### config.mk
export PLATFORM = sky130hd
export DESIGN_NAME = ballot_issue_controller
export DESIGN_NICKNAME = d
export VERILOG_FILES = /design/src/rtl/voting_pkg.sv /design/src/rtl/ballot_fifo.sv /design/src/rtl/ballot_issue_controller.sv
export SDC_FILE = /design/constraint.sdc
export NUM_CORES = 1
export LEC_CHECK = 0
export CORE_MARGIN = 4
export CORE_UTILIZATION = 55
export DETAILED_ROUTE_END_ITERATION = 8
export PLACE_DENSITY = 0.76
export REMOVE_ABC_BUFFERS = 1
export SLEW_MARGIN = 10
export SYNTH_ARGS = -nofsm -noshare
export SYNTH_HDL_FRONTEND = slang
export SYNTH_SLANG_ARGS = --single-unit
export TNS_END_PERCENT = 10
### constraint.sdc
create_clock -name clk -period 2.4 [get_ports clk]
set_input_delay 0.24 -clock clk [delete_from_list [all_inputs] [get_ports clk]]
set_output_delay 0.24 -clock clk [all_outputs]
set_load 0.005 [all_outputs]
### src/rtl/voting_pkg.sv
// Shared encodings for the voting subsystem: ballot choices, reject codes
// and the ballot issue FSM states, plus a choice-to-vote-line decoder.
package voting_pkg;

    typedef enum logic [1:0] {
        CHOICE_NONE = 2'b00,
        CHOICE_A    = 2'b01,
        CHOICE_B    = 2'b10,
        CHOICE_C    = 2'b11
    } choice_e;

    typedef enum logic [1:0] {
        REJ_NONE   = 2'b00,
        REJ_FULL   = 2'b01,
        REJ_CHOICE = 2'b10
    } reject_e;

    typedef enum logic [1:0] {
        ST_IDLE   = 2'd0,
        ST_SETUP  = 2'd1,
        ST_STROBE = 2'd2,
        ST_GAP    = 2'd3
    } issue_state_e;

    // Returns {vote_c, vote_b, vote_a}; an invalid choice drives no line.
    function automatic logic [2:0] choice_to_lines(input logic [1:0] choice);
        case (choice)
            CHOICE_A: return 3'b001;
            CHOICE_B: return 3'b010;
            CHOICE_C: return 3'b100;
            default:  return 3'b000;
        endcase
    endfunction

endpackage

### src/rtl/ballot_fifo.sv
// Small synchronous ballot FIFO with registered occupancy count.
// A push while full is dropped even if a pop happens on the same edge.
module ballot_fifo
    import voting_pkg::*;
#(
    parameter int W     = 6,
    parameter int DEPTH = 4
) (
    input  logic                     clk,
    input  logic                     reset,
    input  logic                     i_push,
    input  logic                     i_pop,
    input  logic [W-1:0]             i_data,
    output logic [W-1:0]             o_head,
    output logic [$clog2(DEPTH):0]   o_count,
    output logic                     o_full,
    output logic                     o_empty
);

    localparam int AW = $clog2(DEPTH);

    logic [W-1:0]  r_mem [DEPTH];
    logic [AW-1:0] r_wr_ptr;
    logic [AW-1:0] r_rd_ptr;
    logic [AW:0]   r_count;
    logic          w_do_push;
    logic          w_do_pop;

    assign o_full    = (r_count == (AW+1)'(DEPTH));
    assign o_empty   = (r_count == '0);
    assign w_do_push = i_push & ~o_full;
    assign w_do_pop  = i_pop & ~o_empty;
    assign o_head    = r_mem[r_rd_ptr];
    assign o_count   = r_count;

    // Storage, pointers and occupancy count.
    always_ff @(posedge clk or posedge reset) begin
        if (reset) begin
            for (int unsigned i = 0; i < DEPTH; i++) begin
                r_mem[i] <= '0;
            end
            r_wr_ptr <= '0;
            r_rd_ptr <= '0;
            r_count  <= '0;
        end else begin
            if (w_do_push) begin
                r_mem[r_wr_ptr] <= i_data;
                r_wr_ptr        <= r_wr_ptr + AW'(1);
            end
            if (w_do_pop) begin
                r_rd_ptr <= r_rd_ptr + AW'(1);
            end
            case ({w_do_push, w_do_pop})
                2'b10:   r_count <= r_count + (AW+1)'(1);
                2'b01:   r_count <= r_count - (AW+1)'(1);
                default: r_count <= r_count;
            endcase
        end
    end

endmodule

### src/rtl/ballot_issue_controller.sv
// Voter-side initiator: buffers booth ballots and replays each one to the
// voting machine as a voter_id setup cycle followed by a one-cycle vote strobe,
// paced by the machine's voting_enabled and busy outputs.
module ballot_issue_controller
    import voting_pkg::*;
#(
    parameter int ID_W       = 4,
    parameter int DEPTH      = 4,
    parameter int GAP_CYCLES = 2
) (
    input  logic                     clk,
    input  logic                     reset,
    input  logic                     ballot_valid,
    input  logic [ID_W-1:0]          ballot_id,
    input  logic [1:0]               ballot_choice,
    output logic                     ballot_ready,
    output logic                     rejected,
    output logic [1:0]               reject_code,
    input  logic                     voting_enabled,
    input  logic                     busy,
    output logic [ID_W-1:0]          voter_id,
    output logic                     vote_a,
    output logic                     vote_b,
    output logic                     vote_c,
    output logic [$clog2(DEPTH):0]   queue_count
);

    localparam int CW = $clog2(DEPTH) + 1;
    localparam int GW = (GAP_CYCLES > 1) ? $clog2(GAP_CYCLES) : 1;

    issue_state_e    r_state;
    logic [ID_W-1:0] r_voter_id;
    logic [1:0]      r_choice;
    logic            r_vote_a;
    logic            r_vote_b;
    logic            r_vote_c;
    logic [GW-1:0]   r_gap_cnt;
    logic            r_ballot_ready;
    logic            r_rejected;
    logic [1:0]      r_reject_code;

    logic            w_push;
    logic            w_pop;
    logic [ID_W+1:0] w_head;
    logic [CW-1:0]   w_count;
    logic [CW-1:0]   w_count_next;
    logic            w_full;
    logic            w_empty;

    assign w_push = ballot_valid & r_ballot_ready & (ballot_choice != CHOICE_NONE);
    assign w_pop  = (r_state == ST_IDLE) & ~w_empty & voting_enabled & ~busy;

    ballot_fifo #(
        .W     (ID_W + 2),
        .DEPTH (DEPTH)
    ) u_fifo (
        .clk     (clk),
        .reset   (reset),
        .i_push  (w_push),
        .i_pop   (w_pop),
        .i_data  ({ballot_id, ballot_choice}),
        .o_head  (w_head),
        .o_count (w_count),
        .o_full  (w_full),
        .o_empty (w_empty)
    );

    // Occupancy after the coming edge, used to register ballot_ready.
    always_comb begin
        w_count_next = w_count;
        if (w_push && !w_pop) begin
            w_count_next = w_count + CW'(1);
        end else if (w_pop && !w_push) begin
            w_count_next = w_count - CW'(1);
        end
    end

    // Booth-side handshake: ready flag and reject reporting (choice checked first).
    always_ff @(posedge clk or posedge reset) begin
        if (reset) begin
            r_ballot_ready <= 1'b1;
            r_rejected     <= 1'b0;
            r_reject_code  <= REJ_NONE;
        end else begin
            r_ballot_ready <= (w_count_next != CW'(DEPTH));
            r_rejected     <= 1'b0;
            if (ballot_valid) begin
                if (ballot_choice == CHOICE_NONE) begin
                    r_rejected    <= 1'b1;
                    r_reject_code <= REJ_CHOICE;
                end else if (!r_ballot_ready) begin
                    r_rejected    <= 1'b1;
                    r_reject_code <= REJ_FULL;
                end
            end
        end
    end

    // Issue FSM: pop, setup voter_id, strobe one vote line, then hold off.
    // The gap counter is loaded with GAP_CYCLES-1 so GAP lasts exactly
    // GAP_CYCLES cycles; with no gap the FSM returns straight to IDLE.
    always_ff @(posedge clk or posedge reset) begin
        if (reset) begin
            r_state    <= ST_IDLE;
            r_voter_id <= '0;
            r_choice   <= CHOICE_NONE;
            r_vote_a   <= 1'b0;
            r_vote_b   <= 1'b0;
            r_vote_c   <= 1'b0;
            r_gap_cnt  <= '0;
        end else begin
            case (r_state)
                ST_IDLE: begin
                    if (w_pop) begin
                        r_voter_id <= w_head[ID_W+1:2];
                        r_choice   <= w_head[1:0];
                        r_state    <= ST_SETUP;
                    end
                end
                ST_SETUP: begin
                    {r_vote_c, r_vote_b, r_vote_a} <= choice_to_lines(r_choice);
                    r_state <= ST_STROBE;
                end
                ST_STROBE: begin
                    {r_vote_c, r_vote_b, r_vote_a} <= 3'b000;
                    r_gap_cnt <= GW'((GAP_CYCLES > 0) ? GAP_CYCLES - 1 : 0);
                    r_state   <= (GAP_CYCLES == 0) ? ST_IDLE : ST_GAP;
                end
                ST_GAP: begin
                    if (r_gap_cnt != '0) begin
                        r_gap_cnt <= r_gap_cnt - GW'(1);
                    end else if (!busy) begin
                        r_state <= ST_IDLE;
                    end
                end
                default: r_state <= ST_IDLE;
            endcase
        end
    end

    assign ballot_ready = r_ballot_ready;
    assign rejected     = r_rejected;
    assign reject_code  = r_reject_code;
    assign voter_id     = r_voter_id;
    assign vote_a       = r_vote_a;
    assign vote_b       = r_vote_b;
    assign vote_c       = r_vote_c;
    assign queue_count  = w_count;

endmodule
After elaboration in Yosys (flattened, before gate mapping)
Cells that the tools add are included.

word-level totals
  flip-flop bits (word level) = 47
  latch bits = 0
  memory bits (writable) = 0
  memory bits (read-only) = 0
  input port bits = 11
  output and inout bits = 14
  memories kept = 0

cells by class
  add/sub/neg operators = 5
  multipliers = 0
  div/mod/pow operators = 0
  magnitude comparators = 3
  equality and inequality tests = 14
  shifts and indexed selects = 0
  mux-type cells = 24
  bitwise gates (word level) = 12
  reduce and logical (&&, ||, !) cells = 15

operators by type and width
  cell                   count
  $bwmux W24             1
  $mux W6                3
  $bmux W6 S2            1
  $demux W6 S2           1
  $eq A2 B2 Y1 const B   5
  $mux W2                5
  $pmux W3 S3            1
  $pmux W1 S2            4
  $pmux W2 S4            1
  $reduce_bool A2 Y1     4
  $and A1 B1 Y1          7
  $eq A2 B1 Y1 const B   3
  $ge A3 B3 Y1 const B   2
  $mux W3                2
  $not A2 Y3             2
  $pmux W3 S2            1
  $add A2 B1 Y2 const B  2
  $logic_not A2 Y1       2
  $mux W1                4
  $ne A2 B1 Y1 const B   2
  $ne A2 B2 Y1 const B   2
  $reduce_and A2 Y1      2
  $add A3 B1 Y3 const B  1
  $eq A3 B3 Y1 const B   1
  other kinds (9)        14

Longest topological paths before layout
Gate-level depths: netlist (run 1).

  word-level depth = 9
  gate-level depth with buffers = 9

Hierarchy
From an unflattened synthesis (run 1), not the netlist that was laid out.

second synthesis, totals
  cell total of the unflattened synthesis = 168
  area, all modules = 2265.9 um2

by module, submodules not included
  module                   times used  cells an instance  area each (um2)  sequential area each (um2)
  ballot_fifo              1           97                 1446.4           775.7
  ballot_issue_controller  1           71                 819.5            401.6

Worst setup path before layout (run 1)
OpenSTA, ideal clock, no wires.

  path type = reg-to-reg
  start = register u_fifo.r_count[0], in the netlist u_fifo.o_count[0]
  end = register u_fifo.r_count[2], in the netlist u_fifo.o_count[2]
  setup time = 0.125 ns
  data arrival time = 1.762 ns
  data required time = 2.275 ns
  path slack = 0.513 ns
  cell stages (with the launch flop) = 10
  path buffers = 1
  clock period less this slack = 1.887 ns
  cells stage by stage = dfrtp_1 > inv_1 > ha_1 > nor2b_1 > nor2_1 > buf_2 > ha_1 > mux2i_1 > nor2_1 > xor2_1

between the ends
  word-level cells in the longest chain between the ends = 8

ends and longest elaborated chain
  what                                                      line                                              RTL
  start, declared                                           ballot_fifo.sv:25                                 logic [AW:0] r_count;
  start signal, assigned                                    ballot_fifo.sv:54                                 2'b10: r_count <= r_count + (AW+1)'(1);
  start signal, assigned                                    ballot_fifo.sv:55                                 2'b01: r_count <= r_count - (AW+1)'(1);
  start signal, assigned                                    ballot_fifo.sv:56                                 default: r_count <= r_count;
  $logic_not A3 Y1 (*)                                      ballot_fifo.sv:30                                 assign o_empty = (r_count == '0);
  $not A1 Y1 (*)                                            ballot_fifo.sv:32, ballot_issue_controller.sv:51
  $and A1 B1 Y1 (3 in series)                               ballot_issue_controller.sv:51                     assign w_pop = (r_state == ST_IDLE) & ~w_empty & voting_enabled & ~busy;
  $and A1 B1 Y1 (*)                                         ballot_fifo.sv:32                                 assign w_do_pop = i_pop & ~o_empty;
  via u_fifo.w_do_pop                                       ballot_fifo.sv:27                                 logic w_do_pop;
  $eq A2 B1 Y1 / $eq A2 B2 Y1 (equally long branches)       ballot_fifo.sv:53                                 case ({w_do_push, w_do_pop})
  $pmux W3 S2 / $reduce_bool A2 Y1 (equally long branches)  -

The timed path passes the listed nets; every way through them passes the cells marked *.
A chain may end at the register's enable or synchronous reset.

Final worst setup path (run 1)
  start = register u_fifo.r_count[0], in the netlist u_fifo.o_count[0]
  end = register u_fifo.r_count[2], in the netlist u_fifo.o_count[2]

between the ends
  word-level cells in the longest chain between the ends = 8

ends and longest elaborated chain
  what                                                      line
  $logic_not A3 Y1                                          ballot_fifo.sv:30
  $not A1 Y1                                                ballot_fifo.sv:32, ballot_issue_controller.sv:51
  $and A1 B1 Y1 (3 in series)                               ballot_issue_controller.sv:51
  $and A1 B1 Y1                                             ballot_fifo.sv:32
  $eq A2 B1 Y1 / $eq A2 B2 Y1 (equally long branches)       ballot_fifo.sv:53
  $pmux W3 S2 / $reduce_bool A2 Y1 (equally long branches)  -

Parallel ways exist; a longest one is shown, timed or not.

==> results of run 1 <==
[synth_stat cells (all sizes together)]
library cell / n / area [um2]
dfrtp: 46 / 1151
mux2: 32 / 360.4
ha: 12 / 150.1
inv: 11 / 41.29
nand2: 11 / 41.29
nor2: 8 / 30.03
mux4: 6 / 135.1
o21ai: 5 / 25.02
xnor2: 5 / 43.79
buf: 4 / 25.02
nand2b: 4 / 25.02
xor2: 3 / 26.28
mux2i: 2 / 20.02
a211oi: 1 / 12.51
a21oi: 1 / 5.000
a22o: 1 / 10.01
a22oi: 1 / 7.510
and2: 1 / 6.260
dfstp: 1 / 26.28
nand3b: 1 / 7.510
nand4: 1 / 6.260
nor2b: 1 / 6.260
nor3b: 1 / 7.510
nor4: 1 / 6.260
o22ai: 1 / 6.260
o2bb2ai: 1 / 8.760
o32ai: 1 / 8.760
[where the power goes]
group          switching [mW]  internal, mW
logic                   0.514         0.823
clock network           0.251         0.263
registers               0.305          1.18
[stage by stage]
| step | power (mW) | worst slack, ns | util (%) | hold WS (ns) |
|---|---|---|---|---|
| after floorplan | 2.353 | 0.2621 | - | 0.3469 |
| after global routing | 3.566 | 0.09867 | 68.68 | 0.4575 |
| final | 3.338 | 0.3152 | 68.68 | 0.3976 |
| after detailed placement | 2.848 | 0.1502 | 66.03 | 0.4919 |
| after CTS | 3.365 | 0.2994 | 68.68 | 0.4202 |
| after global placement | 2.750 | 0.2026 | 66.03 | 0.4785 |
[metal layers]
layer | vias up | part of all wire [%]
li1 | 623 | -
met1 | 689 | 43
met3 | 9 | 4.4
met5 | - | 0
met2 | 31 | 50
met4 | 0 | 2.7
[worst max-delay path, cell delays in order, from the launching register on]
cell and delay [ns]:
dfrtp_1 0.46, inv_1 0.12, ha_1 0.24, a211oi_2 0.45, inv_1 0.09, ha_1 0.35, nor2_1 0.14, xor2_1 0.16
[sequential cells by signal, indices dropped and copies added (netlist names), 2 cells and up]
register and count:
r_choice 2, r_state 2, reject_code 2, u_fifo.o_count 3
u_fifo.r_mem 24, u_fifo.r_rd_ptr 2, u_fifo.r_wr_ptr 2, voter_id 4
[cell type report]
type	instances	area [um2]
Timing Repair Buffer	26	255.2
Clock buffer	8	100.1
Inverter	11	41.29
Fill cell	264	1181
Sequential cell	47	1177
Multi-Input combinational cell	101	955.9
Tap cell	48	60.06
[kinds of logic after synthesis]
kind of cell / share of synthesized area (%)
xor+xnor: 3.186
compound gates: 3.811
simple gates: 6.201
mux: 23.44
fa+ha+maj: 6.826
flops: 53.53
buf+inv: 3.015
[path summary, 6_finish.rpt]
path,end,start,cells past startpoint,slack (ns)
hold / removal,u_fifo.r_mem[19],reset,3,0.40
max in group asynchronous,rejected,reset,3,1.61
setup / recovery,u_fifo.o_count[2],u_fifo.o_count[0],7,0.32
min in group clk,u_fifo.r_mem[18],u_fifo.r_mem[18],1,0.51
hold reg to reg,u_fifo.r_mem[18],u_fifo.r_mem[18],1,0.51
setup reg to reg,u_fifo.o_count[2],u_fifo.o_count[0],7,0.32
==> flow_summary.toml, run 1 <==
[timing]
final-hold-violation-count = 0
maxSlewHeadroom_pct = 61.57
rsz0062_at_grt = "no"
fin_skew_ns = 0.003689
tightest_slew_ns = 0.5765
fin_crit_ns = 2.085
fmax_ghz = 0.4797
fin_crit_sh_pct = 86.87
setup_viol_count_final = 0
tns_ns = 0
maxSlewViolCount = 0

[die]
fp.dieW_um = 71.24
core-area_um2 = 3771
dieHeight_um = 71.24
initial_core_util_pct = 58.33
die-area_um2 = 5075
io_pins = 25
rows = 22

[grt]
grt_pass1_vias = 1453
grt-ovfl-total = 0
grt_pass1_wl_mm = 6.706
grt_max_degree = 48
grt_usage_pct = 17.68
grt-busiest-layer = "met2"
grtUsageMet3_pct = 5.610
met1_usage_pct = 20.06
grtUsageMet2_pct = 29.29
grt_antenna_before_repair = 0

[place]
dpl-instance-area_um2 = 2490
gp_congestion = 0.7359
placed_cells = 233
place_hpwl_mm = 2.889
io_buffers = 24

[critical_path]
crit_type = "reg2reg"
worstPathMaxFanout = 8
crit_arrival_ns = 2.31
critPathCaptureType = "register"
required_ns = 2.62
cp-start-kind = "register"

[routing]
wl_per_cell_um = 16.83
ant_nets = 0
drt_wl_total_mm = 4.055
num_vias = 1352
drt-initial-drc-count = 32
first_pass_iters = 4
remaining_drc_errors = 0
vias_per_cell = 5.610

[yosys]
synth_seq_cells = 47
yosys_warnings = 0
yosysUniqueCellTypes = 29
synth.avg_cell_area_um2 = 13.49
ys_seq_area_share_pct = 53.53
synthCells = 163
synthesis.area_um2 = 2200

[finish]
final_cell_count_no_fill = 241
syn_to_final_growth_pct = 17.75
final_common_cell = "dfrtp_1"
drive_gt1_share_pct = 25.91
most-common-layout-cells = "dfrtp_1, mux2_2, clkdlybuf4s50_1"
final_cell_area_um2 = 2590
fin_nets = 215
antenna_cells = 0

[flow_run]
drv_cap = 0

[clock_tree]
post-cts-setup-buffers = 0
clock_latency_ns = 0.30
cts_tree = "built"
cts.reportedPaths.clkPinSlew_ns = 0.08
cts-buffers-inserted = 5
clockBufferDepth = 2
holdBufCountCts = 0
cts_root_buf = "clkbuf_8"
htree_levels = 2
cts.sinks = 47
cts_resized = 0

[run_status]
status = "finished clean"

[worst_hold_path]
hold_path_class = "in2async"

[power]
power_density_nw_per_um2 = 1289
p_leak_nw = 1.143
peakVddDrop_mv = 0.6212
Note: power is estimated with default switching activity, not from simulation.
==> run 2, diff against run 1 <==
--- a/config.mk
+++ b/config.mk
@@ -7,9 +7,9 @@
 export LEC_CHECK = 0
 export CORE_MARGIN = 4
 export CORE_UTILIZATION = 55
+export CTS_CLUSTER_SIZE = 25
 export DETAILED_ROUTE_END_ITERATION = 8
 export PLACE_DENSITY = 0.76
-export REMOVE_ABC_BUFFERS = 1
 export SLEW_MARGIN = 10
 export SYNTH_ARGS = -nofsm -noshare
 export SYNTH_HDL_FRONTEND = slang
==> run 2 against run 1 <==
Compared with the run above:
- maximum frequency decreased by 4.6%
- count of clock-buffer cells in the layout decreased by 2
- cell area increased by 0.68%
- via count unchanged
- flip-flop and latch count unchanged
- worst hold slack got worse by 0.018 ns
- global-route usage decreased by 0.74 points
- worst setup slack got worse by 0.10 ns
- first-iteration DRC count increased by 44%
- core utilization increased by 0.46 points
- largest cell class unchanged
- largest power group unchanged
==> flow_summary.toml, run 2 (synthesized netlist as in run 1, its figures left out) <==
[finish]
most-common-layout-cells = "dfrtp_1, mux2_2, clkdlybuf4s50_1"
largest-register = "u_fifo.r_mem"
fin_nets = 215
largest_reg_flops = 24
final_common_cell = "dfrtp_1"
postLayoutCoreUtil_pct = 69.14
drive_gt1_share_pct = 26.42
antenna_cells = 0
syn_to_final_growth_pct = 18.54

[routing]
first_pass_iters = 4
remaining_drc_errors = 0
ant_nets = 0
drt-initial-drc-count = 46
wl_per_cell_um = 16.33
vias_per_cell = 5.610
num_vias = 1352
drt_wl_total_mm = 3.935

[grt]
grt_usage_pct = 16.94
grt_max_degree = 48
grt-ovfl-total = 0
grt_antenna_before_repair = 0
grt_pass1_wl_mm = 6.575
grt_pass1_vias = 1361

[run_status]
status = "finished clean"

[place]
io_buffers = 24
place_hpwl_mm = 2.888
gp_congestion = 0.7523

[timing]
setup_viol_count_final = 0
fmax_ghz = 0.4575
fin_skew_ns = 0.007355
rsz0062_at_grt = "no"
fin_crit_ns = 2.186
tns_ns = 0
maxSlewViolCount = 0
final-hold-violation-count = 0
fin_crit_sh_pct = 91.07
tightest_slew_ns = 0.5674
maxSlewHeadroom_pct = 62.17

[power]
clkPwrFrac_pct = 17.4
swShare_pct = 31.40
peakVddDrop_mv = 0.7999
switchingPower_mw = 1.072
internal_power_mw = 2.343
power_frac_comb_pct = 39.2
power_density_nw_per_um2 = 1310
seqPwrFrac_pct = 43.4
p_leak_nw = 1.152

[die]
rows = 22
dieHeight_um = 71.24
die-area_um2 = 5075
core-area_um2 = 3771
io_pins = 25
fp.dieW_um = 71.24
initial_core_util_pct = 58.33

[critical_path]
critPathTopFamily = "compound AO/OA/AOI/OAI gates"
crit_type = "reg2reg"
cp-start-kind = "register"
cp_slowest_cell = "a211oi_2"
path_buf_inv = 1
critPathCaptureType = "register"
slowest_delay_ns = 0.48
path_cells = "inv_1, ha_1, a211oi_2, nand2_1, mux2_2"
required_ns = 2.58
worstPathMaxFanout = 8
crit_arrival_ns = 2.37

[clock_tree]
cts.reportedPaths.clkPinSlew_ns = 0.08
post-cts-setup-buffers = 0
cts.sinks = 47
holdBufCountCts = 0
cts_root_buf = "clkbuf_8"
cts-buffers-inserted = 5
cts_tree = "built"
cts_resized = 0
clockBufferDepth = 2
clock_latency_ns = 0.30
htree_levels = 2

[yosys]
syn_nets = 186

[flow_run]
drv_cap = 0

[worst_hold_path]
hold_path_class = "in2async"
[run 2: changes by cell type in the layout (fill, tap and decap cells not counted), sizes merged]
cell    previous run  this run
bufinv             0         1
clkbuf             8         6
clkinv             1         2
[run 2: final timing paths]
path | start | end | slack [ns] | cells past startpoint
setup / recovery | u_fifo.o_count[0] | u_fifo.r_mem[18] | 0.21 | 5
hold / removal | reset | voter_id[0] | 0.38 | 3
setup reg to reg | u_fifo.o_count[0] | u_fifo.r_mem[18] | 0.21 | 5
hold reg to reg | reject_code[1] | reject_code[1] | 0.50 | 1
max in group asynchronous | reset | reject_code[0] | 1.63 | 3
min in group clk | reject_code[1] | reject_code[1] | 0.50 | 1
[run 2: power groups by stage]
stage | clock [mW] | sequential (mW) | combinational [mW]
final | 0.593 | 1.48 | 1.34
after detailed placement | 0 | 1.50 | 1.35
after CTS | 0.602 | 1.49 | 1.35
after floorplan | 0 | 1.36 | 1.03
after global placement | 0 | 1.47 | 1.28
after global routing | 0.639 | 1.54 | 1.46
[run 2: final cells by class]
cell class / count / area [um2]
Fill cell: 260 / 1164
Timing Repair Buffer: 26 / 255.2
Multi-Input combinational cell: 101 / 955.9
Clock buffer: 6 / 82.58
Inverter: 11 / 41.29
Tap cell: 48 / 60.06
Clock inverter: 2 / 35.03
Sequential cell: 47 / 1177
[run 2: tightest hold or removal path, cell delays in order]
cell,delay (ns)
clkdlybuf4s50_1,0.40
clkinv_1,0.04
buf_4,0.46
[run 2: through the flow]
step	worst slack, ns	hold slack, ns	area [um2]	std cells	power (mW)
3_5_place_dp	0.08084	0.4868	2490	233	2.849
2_1_floorplan	0.5126	0.3469	2200	163	2.387
5_1_grt	0.1142	0.4212	2608	241	3.635
3_3_place_gp	0.1597	0.4759	2490	233	2.754
6_report	0.2144	0.3792	2608	241	3.416
4_1_cts	0.2278	0.4002	2608	241	3.446
[run 2: routing by layer]
layer,track usage [%],vias up,part of all wire [%]
met1,22.32,708,44
met2,26.84,20,51
li1,-,618,-
met5,0,-,0
met4,5.637,0,1.2
met3,5.189,6,3.7
